**src/rtl/dsram_arb.sv**
```systemverilog
// dsram_arb: shares the single-port data SRAM between the core (C) and DMA (D) ports.
// Optional starvation guard for D is built in when DSRAM_ARB_STARVE_EN is defined.
module dsram_arb #(
    parameter int unsigned MAX_WAIT = 4,
    parameter int unsigned AW       = 32
) (
    input  logic          clk,
    input  logic          cpurst_n,

    input  logic          c_cs,
    input  logic          c_we,
    input  logic [3:0]    c_ben,
    input  logic [AW-1:0] c_addr,
    input  logic [31:0]   c_wdata,
    output logic          c_gnt,
    output logic          c_rvalid,
    output logic [31:0]   c_rdata,

    input  logic          d_cs,
    input  logic          d_we,
    input  logic [3:0]    d_ben,
    input  logic [AW-1:0] d_addr,
    input  logic [31:0]   d_wdata,
    output logic          d_gnt,
    output logic          d_rvalid,
    output logic [31:0]   d_rdata,

    output logic          m_cs,
    output logic          m_we,
    output logic [3:0]    m_ben,
    output logic [AW-1:0] m_addr,
    output logic [31:0]   m_wdata,
    input  logic [31:0]   m_rdata
);

    if (MAX_WAIT == 0 || MAX_WAIT > 255) begin : g_bad_max_wait
        $error("dsram_arb: MAX_WAIT must be within 1..255");
    end

    logic force_d;
    logic rd_pend_q, rd_pend_d;
    logic rd_own_q,  rd_own_d;

    // Core wins unless D has been refused long enough to be forced through.
    always_comb begin
        c_gnt = c_cs & ~force_d;
        d_gnt = d_cs & (~c_cs | force_d);
    end

    // Memory port mux; idle fields are zeroed so the SRAM bus is quiet.
    always_comb begin
        m_cs    = c_gnt | d_gnt;
        m_we    = 1'b0;
        m_ben   = '0;
        m_addr  = '0;
        m_wdata = '0;
        if (c_gnt) begin
            m_we    = c_we;
            m_ben   = c_ben;
            m_addr  = c_addr;
            m_wdata = c_wdata;
        end else if (d_gnt) begin
            m_we    = d_we;
            m_ben   = d_ben;
            m_addr  = d_addr;
            m_wdata = d_wdata;
        end
    end

    // SRAM answers in order one cycle later, so a single owner bit suffices.
    always_comb begin
        rd_pend_d = m_cs & ~m_we;
        rd_own_d  = d_gnt;
    end

    always_ff @(posedge clk or negedge cpurst_n) begin
        if (!cpurst_n) begin
            rd_pend_q <= 1'b0;
            rd_own_q  <= 1'b0;
        end else begin
            rd_pend_q <= rd_pend_d;
            rd_own_q  <= rd_own_d;
        end
    end

    always_comb begin
        c_rvalid = rd_pend_q & ~rd_own_q;
        d_rvalid = rd_pend_q &  rd_own_q;
        c_rdata  = m_rdata;
        d_rdata  = m_rdata;
    end

`ifdef DSRAM_ARB_STARVE_EN
    localparam int unsigned CW = 8;

    logic [CW-1:0] wait_cnt_q, wait_cnt_d;

    // Counts consecutive refused cycles of a waiting D request, saturating.
    always_comb begin
        wait_cnt_d = '0;
        if (d_cs && !d_gnt) begin
            if (wait_cnt_q == {CW{1'b1}}) begin
                wait_cnt_d = wait_cnt_q;
            end else begin
                wait_cnt_d = wait_cnt_q + CW'(1);
            end
        end
    end

    always_ff @(posedge clk or negedge cpurst_n) begin
        if (!cpurst_n) begin
            wait_cnt_q <= '0;
        end else begin
            wait_cnt_q <= wait_cnt_d;
        end
    end

    assign force_d = (wait_cnt_q >= CW'(MAX_WAIT));
`else
    assign force_d = 1'b0;
`endif

endmodule
```
**config.mk**
```make
export PLATFORM = sky130hd
export DESIGN_NAME = dsram_arb
export DESIGN_NICKNAME = d
export VERILOG_FILES = /design/src/rtl/dsram_arb.sv
export SDC_FILE = /design/constraint.sdc
export NUM_CORES = 1
export LEC_CHECK = 0
export ABC_CLOCK_PERIOD_IN_PS = 1400
export CAP_MARGIN = 20
export CORE_AREA = 2 2 123 125
export CTS_CLUSTER_DIAMETER = 100
export DETAILED_ROUTE_END_ITERATION = 7
export DIE_AREA = 0 0 125 127
export SYNTH_ARGS = -nofsm -noshare
export SYNTH_HDL_FRONTEND = slang
export SYNTH_SLANG_ARGS = --single-unit
```
**constraint.sdc**
```tcl
create_clock -name clk -period 1.4 [get_ports clk]
set_clock_uncertainty 0.1 [all_clocks]
set_input_delay 0.35 -clock clk [delete_from_list [all_inputs] [get_ports clk]]
set_output_delay 0.35 -clock clk [all_outputs]
set_load 0.03 [all_outputs]
```
Word-level counts from Yosys, hierarchy flattened:

Index checks and enable logic that the tools add are counted.

* bits in registers: 2
* input bits: 174
* output and inout bits: 138

* mux-type cells: 8
* bitwise logic cells: 8

Operator list (number)
* 32-bit two-way mux: 4
* 4-bit two-way mux: 2
* 1-bit bitwise AND: 4
* 1-bit NOT: 3
* 1-bit two-way mux: 2
* 1-bit OR: 1

Logic depth before layout (Yosys ltp):

Gate-level depths: netlist of the first run.

* depth after elaboration: 6
* mapped depth: 5

Least setup slack after synthesis of the first run:

Ideal clock, no wire load.

* path kind: input-to-output
* from: input c_cs
* to: output m_wdata[10]
* path buffers: 2
* data arrival time: 1348 ps
* setup slack: -398 ps
* data required time: 950 ps
* stages on the path: 3
* path through: buf_2 > buf_2 > o21ai_0

* word-level cells in the longest chain between the ends: 4

RTL lines
* start, declared: line 10 `input logic c_cs,`
* 1-bit NOT: line 47 `d_gnt = d_cs & (~c_cs | force_d);`
* 1-bit bitwise AND: line 47
* 32-bit two-way mux: line 62 `end else if (d_gnt) begin`
* 32-bit two-way mux (*): line 57 `if (c_gnt) begin`
* end, declared: line 32 `output logic [31:0] m_wdata,`

Every way passes the cells marked *; elsewhere a longest branch is shown, timed or not.

Worst setup path in the final report of the first run:

* from: input d_cs
* to: output m_ben[3]

* word-level cells in the longest chain between the ends: 3

RTL lines
* start, declared: line 19 `input logic d_cs,`
* 1-bit bitwise AND: line 47
* 4-bit two-way mux: line 62
* 4-bit two-way mux: line 57
* end, declared: line 30 `output logic [3:0] m_ben,`

No other way between the ends.

==> impl_metrics.ini, run 1 <==
[floorplan]
row_count = 44
die_h_um = 127
fp.coreArea_um2 = 14400
start_util_pct = 10.9
io-pin-count = 312
die_w_um = 125
die_area_um2 = 15900

[route]
postRouteAntennaNets = 0
wl_per_cell_um = 14.9
vias = 2661
drc = 0
routed_via_density = 4.03
drt_wl_total_um = 9850
firstDrtPassIters = 4
drtIter0Drc = 40

[setup_path]
crit_path_top_delay_cell = a22o_2
crit_chain = buf_16 > buf_12 > and2b_4 > a22o_2 > buf_6
worst_path_largest_cell_delay_ns = 0.22
path_buf_inv = 3
required_ns = 0.95
crit_type = input pin to output pin
crit_fanout = 6
cp-end-kind = output pin
crit_family = buffers and inverters
arrival_ns = 1.15
startpoint_type = input pin

[clocking]
clock_path_buffers = 2
clk_pin_slew_ns = 0.03
cts_tree = built
clock-root-buffer = clkbuf_16
numCtsBuffers = 3
ctsHoldBuffers = 0
cts_max_level = 1
cts_sinks = 2

[logic_synthesis]
syn_area_um2 = 1570
synthDistinctLibCells = 15
yosys_warnings = 0
syn_avg_cell_area_um2 = 5.28
syn-instance-count = 298
syn-num-nets = 472
seq_area_frac_synth_pct = 3.18
synth-seq-cells = 2

[global_route]
track_usage_pct = 11.2
grt_pass1_vias = 2790
grt_max_degree = 16
grt_antenna_before_repair = 0
grt_pass1_wl_um = 14400
grt.overflow.total = 0

[pwr]
power.density_nw_per_um2 = 461
ir_worst_vdd_v = 0.000202
combPwrFrac_pct = 79.3
p_sw_share_pct = 41.8
p_seq_share_pct = 2.7
p_sw_uw = 988
clkPwrFrac_pct = 18.1
leakagePower_nw = 2.50
p_int_mw = 1.37

[cells_and_area]
fill_cells = 1440
area_delta_synth_final_pct = 225
drive_gt1_share_pct = 59.0
final_cell_mix = 128 x dlygate4sd2_1, 69 x buf_6, 49 x nand2_1
layout_commonest_cell = dlygate4sd2_1
instances_no_fill = 660
finalNetCount = 652
postLayoutCoreUtil_pct = 35.5
antenna-diode-count = 0

[min_path]
hp-class = input pin to asynchronous set/reset pin

[placement]
portBuffers = 215
finalWeightedCongestion = 0.787
place_ws_ns = -0.320
dp_hpwl_um = 6430
dpl.cell_count = 635

[timing]
setup_viol = 71
worstMarginPinSlew_ns = 0.221
finalCriticalPeriod_ns = 1.60
slew_viol_final = 0
hold_viol_final = 0
max_slew_margin_pct = 85.3
fin_crit_sh_pct = 114
tns_ns = -7.23
max_freq_ghz = 0.624
worst_slack_ns = -0.203
rsz0062_at_grt = true

[flow_run]
cap_violations = 0

[run_status]
violations = negative setup slack
outcome = finished, violations left
-- stage by stage --
step	hold slack [ns]	total power [mW]	area (µm²)
after CTS	0.205	2.31	4880
final	0.210	2.36	5120
after global placement	0.421	1.60	3960
after detailed placement	0.435	1.61	3960
after global routing	0.209	2.48	5120
after floorplan	-0.0456	1.16	2050
-- registers in the layout, indices dropped and copies added (netlist names) --
name and flops:
rd_own_q 1, rd_pend_q 1
-- power groups by stage --
stage / registers (mW) / logic (mW) / clock network (mW)
2_1_floorplan: 0.0634 / 1.10 / 0
4_1_cts: 0.0636 / 1.81 / 0.433
3_3_place_gp: 0.0636 / 1.54 / 0
6_report: 0.0634 / 1.87 / 0.427
3_5_place_dp: 0.0641 / 1.55 / 0
5_1_grt: 0.0635 / 1.98 / 0.441
-- area by class of cell --
| class | instances | area [µm²] | share of cell area [%] |
|---|---|---|---|
| repair buffers | 263 | 2970 | 58.1 |
| multi-input cells | 207 | 1790 | 34.9 |
| well taps | 184 | 230 | 4.50 |
| flip-flops and latches | 2 | 50.0 | 0.977 |
| clock buffers | 3 | 75.1 | 1.47 |
| inverters | 1 | 3.75 | 0.0733 |
-- cell usage after synthesis (all sizes together) --
library cell / number / area [µm²]
nand2: 132 / 495
buf: 87 / 626
o21ai: 66 / 330
a22o: 4 / 35.0
dfrtp: 2 / 50.1
and2: 1 / 6.26
and2b: 1 / 7.51
clkbuf: 1 / 3.75
inv: 1 / 3.75
nor2: 1 / 3.75
nor2b: 1 / 6.26
or2: 1 / 6.26
-- metal layers --
layer | vias to the layer above | GRT usage (%) | routed length [µm]
met5 | - | 0 | 0
met4 | 0 | 3.66 | 356
met3 | 32 | 3.18 | 917
met2 | 179 | 21.3 | 5120
met1 | 1196 | 11.9 | 3450
li1 | 1254 | - | -
-- cells by family after synthesis --
family                 synth area share (%)
AOI/OAI and AO/OA                      23.2
DFF                                    3.18
and+or+nand+nor                        33.4
buffers and inverters                  40.2
-- final timing paths --
| kind | from | slack (ns) | end | cells after the start |
|---|---|---|---|---|
| max | d_cs | -0.20 | m_ben[3] | 5 |
| min | cpurst_n | 0.21 | rd_own_q | 1 |
| max in group asynchronous | cpurst_n | 0.85 | rd_pend_q | 1 |
| min in group clk | c_cs | 0.44 | rd_pend_q | 3 |
-- timing repair --
| action | 4_1_cts | 5_1_grt |
|---|---|---|
| setup buffers | 7 | 2 |
| pin swaps | 134 | 45 |
| setup endpoints to repair | 71 | 71 |
| resized for setup | 305 | 55 |
| cloned | 13 | 1 |
Power figures use the tool's default switching activity.
==> run 2: changes to the inputs <==
--- a/config.mk
+++ b/config.mk
@@ -14,3 +14,4 @@
 export SYNTH_ARGS = -nofsm -noshare
 export SYNTH_HDL_FRONTEND = slang
 export SYNTH_SLANG_ARGS = --single-unit
+export TNS_END_PERCENT = 10
==> run 2 against run 1 <==
Compared with the run above:
- non-clock buffer count shrank 12
- clock power fell by 0.9%
- routed wire length down 7.3%
- critical path type unchanged
- the run still ends with negative setup slack left
- hold slack worse by 0.013 ns
- cell count shrank 1.8%
- total power down 8.9%
- fmax down 1.4%
- critical endpoint is now m_addr[22]
- sequential cell count stayed put
- via count down 3.9%
==> impl_metrics.ini, run 2 (synthesis results as in run 1) <==
[run_status]
outcome = finished, violations left
violations = negative setup slack

[cells_and_area]
antenna-diode-count = 0
area_delta_synth_final_pct = 181
finalNetCount = 640
layout_commonest_cell = nand2_1
drive_gt1_share_pct = 43.5
final_cell_mix = 110 x nand2_1, 109 x clkdlybuf4s50_1, 67 x buf_6
postLayoutCoreUtil_pct = 30.6
reg_top3 = rd_own_q (1), rd_pend_q (1)
instances_no_fill = 648
stdcell_area_um2 = 4420

[floorplan]
fp.coreArea_um2 = 14400
start_util_pct = 10.9
die_h_um = 127
io-pin-count = 312
row_count = 44
die_w_um = 125
die_area_um2 = 15900

[placement]
portBuffers = 215
dp_hpwl_um = 5970
place_ws_ns = -0.282
finalWeightedCongestion = 0.771
dpl.cell_count = 628
placed_cell_area_um2 = 3620

[clocking]
ctsHoldBuffers = 0
cts_max_level = 1
clk_pin_slew_ns = 0.03
cts_sinks = 2
clock_path_buffers = 2
clock-root-buffer = clkbuf_16
numCtsBuffers = 3
cts_tree = built

[route]
firstDrtPassIters = 4
routed_via_density = 3.94
drtIter0Drc = 37
vias = 2556
drt_wl_total_um = 9130
postRouteAntennaNets = 0
wl_per_cell_um = 14.1
drc = 0

[pwr]
finalPower_mw = 2.15
ir_worst_vdd_v = 0.000337
leakagePower_nw = 2.05
power.density_nw_per_um2 = 487

[global_route]
track_usage_pct = 8.86
grt_max_degree = 36
grt_pass1_wl_um = 11900
grt.overflow.total = 0
grt_pass1_vias = 2592
grt_antenna_before_repair = 0

[flow_run]
cap_violations = 0

[setup_path]
crit_end = m_addr[22]
worst_path_largest_cell_delay_ns = 0.48
cp-end-kind = output pin
required_ns = 0.95
crit_path_top_delay_cell = clkdlybuf4s50_1
crit_fanout = 1
crit_chain = clkdlybuf4s50_1 > nand2_1 > o21ai_2 > buf_6
arrival_ns = 1.18
crit_type = input pin to output pin
startpoint_type = input pin
cp-startpoint = d_addr[22]

[timing]
hold_slack_ns = 0.198
setup_viol = 71
fin_crit_sh_pct = 116
tns_ns = -12.02
hold_viol_final = 0
worst_slack_ns = -0.226
rsz0062_at_grt = true
max_slew_margin_pct = 90.4
max_freq_ghz = 0.615
finalCriticalPeriod_ns = 1.63
slew_viol_final = 0
worstMarginPinSlew_ns = 0.144

[min_path]
hp-class = input pin to asynchronous set/reset pin
==> run 2: cell types whose count changed in the layout (fill, tap and decap cells not counted), sizes merged <==
cell / delta
clkbuf: +6
dlygate4sd2: -113
buf: -18
clkdlybuf4s50: +105
dlymetal6s2s: +8
==> run 2: worst max-delay path: cells and delay by family <==
kind | cells | cell delay, ns
AO/OA/AOI/OAI | 1 | 0.13
buffers and inverters | 2 | 0.62
AND/OR/NAND/NOR | 1 | 0.07
==> run 2: power by group <==
group / switching, mW / internal [mW]
clock: 0.0604 / 0.363
sequential: 0.00198 / 0.0619
combinational: 0.783 / 0.882
==> run 2: timing repair <==
action,in CTS,in global routing
hold endpoints to repair,0,0
cloned,1,10
pin swaps,16,19
gates resized for setup,100,44
endpoints found under the setup margin,73,72
buffers inserted,5,1
==> run 2: worst min-delay path by stage <==
stage / startpoint / endpoint / slack (ns) / depth (start not counted)
4_1_cts: cpurst_n / rd_pend_q / 0.20 / 1
3_5_place_dp: cpurst_n / rd_own_q / 0.43 / 1
2_1_floorplan: cpurst_n / rd_own_q / -0.05 / 0
6_report: cpurst_n / rd_pend_q / 0.20 / 1
3_3_place_gp: cpurst_n / rd_own_q / 0.42 / 1
5_1_grt: cpurst_n / rd_pend_q / 0.21 / 1
==> run 2: area by class of cell <==
class                           count  area [µm²]
Sequential cell                     2        50.0
Clock buffer                        3        75.1
Multi-Input combinational cell    207        1260
Inverter                            1        3.75
Fill cell                        1503       10000
Tap cell                          184         230
Timing Repair Buffer              251        2800
==> run 2: layer usage <==
metal | routed length, µm | GRT usage, % | up-vias
met5 | 0 | 0 | -
met4 | 254 | 2.81 | 0
met3 | 863 | 2.47 | 30
met2 | 4750 | 17.4 | 187
met1 | 3260 | 9.03 | 1115
li1 | - | - | 1224
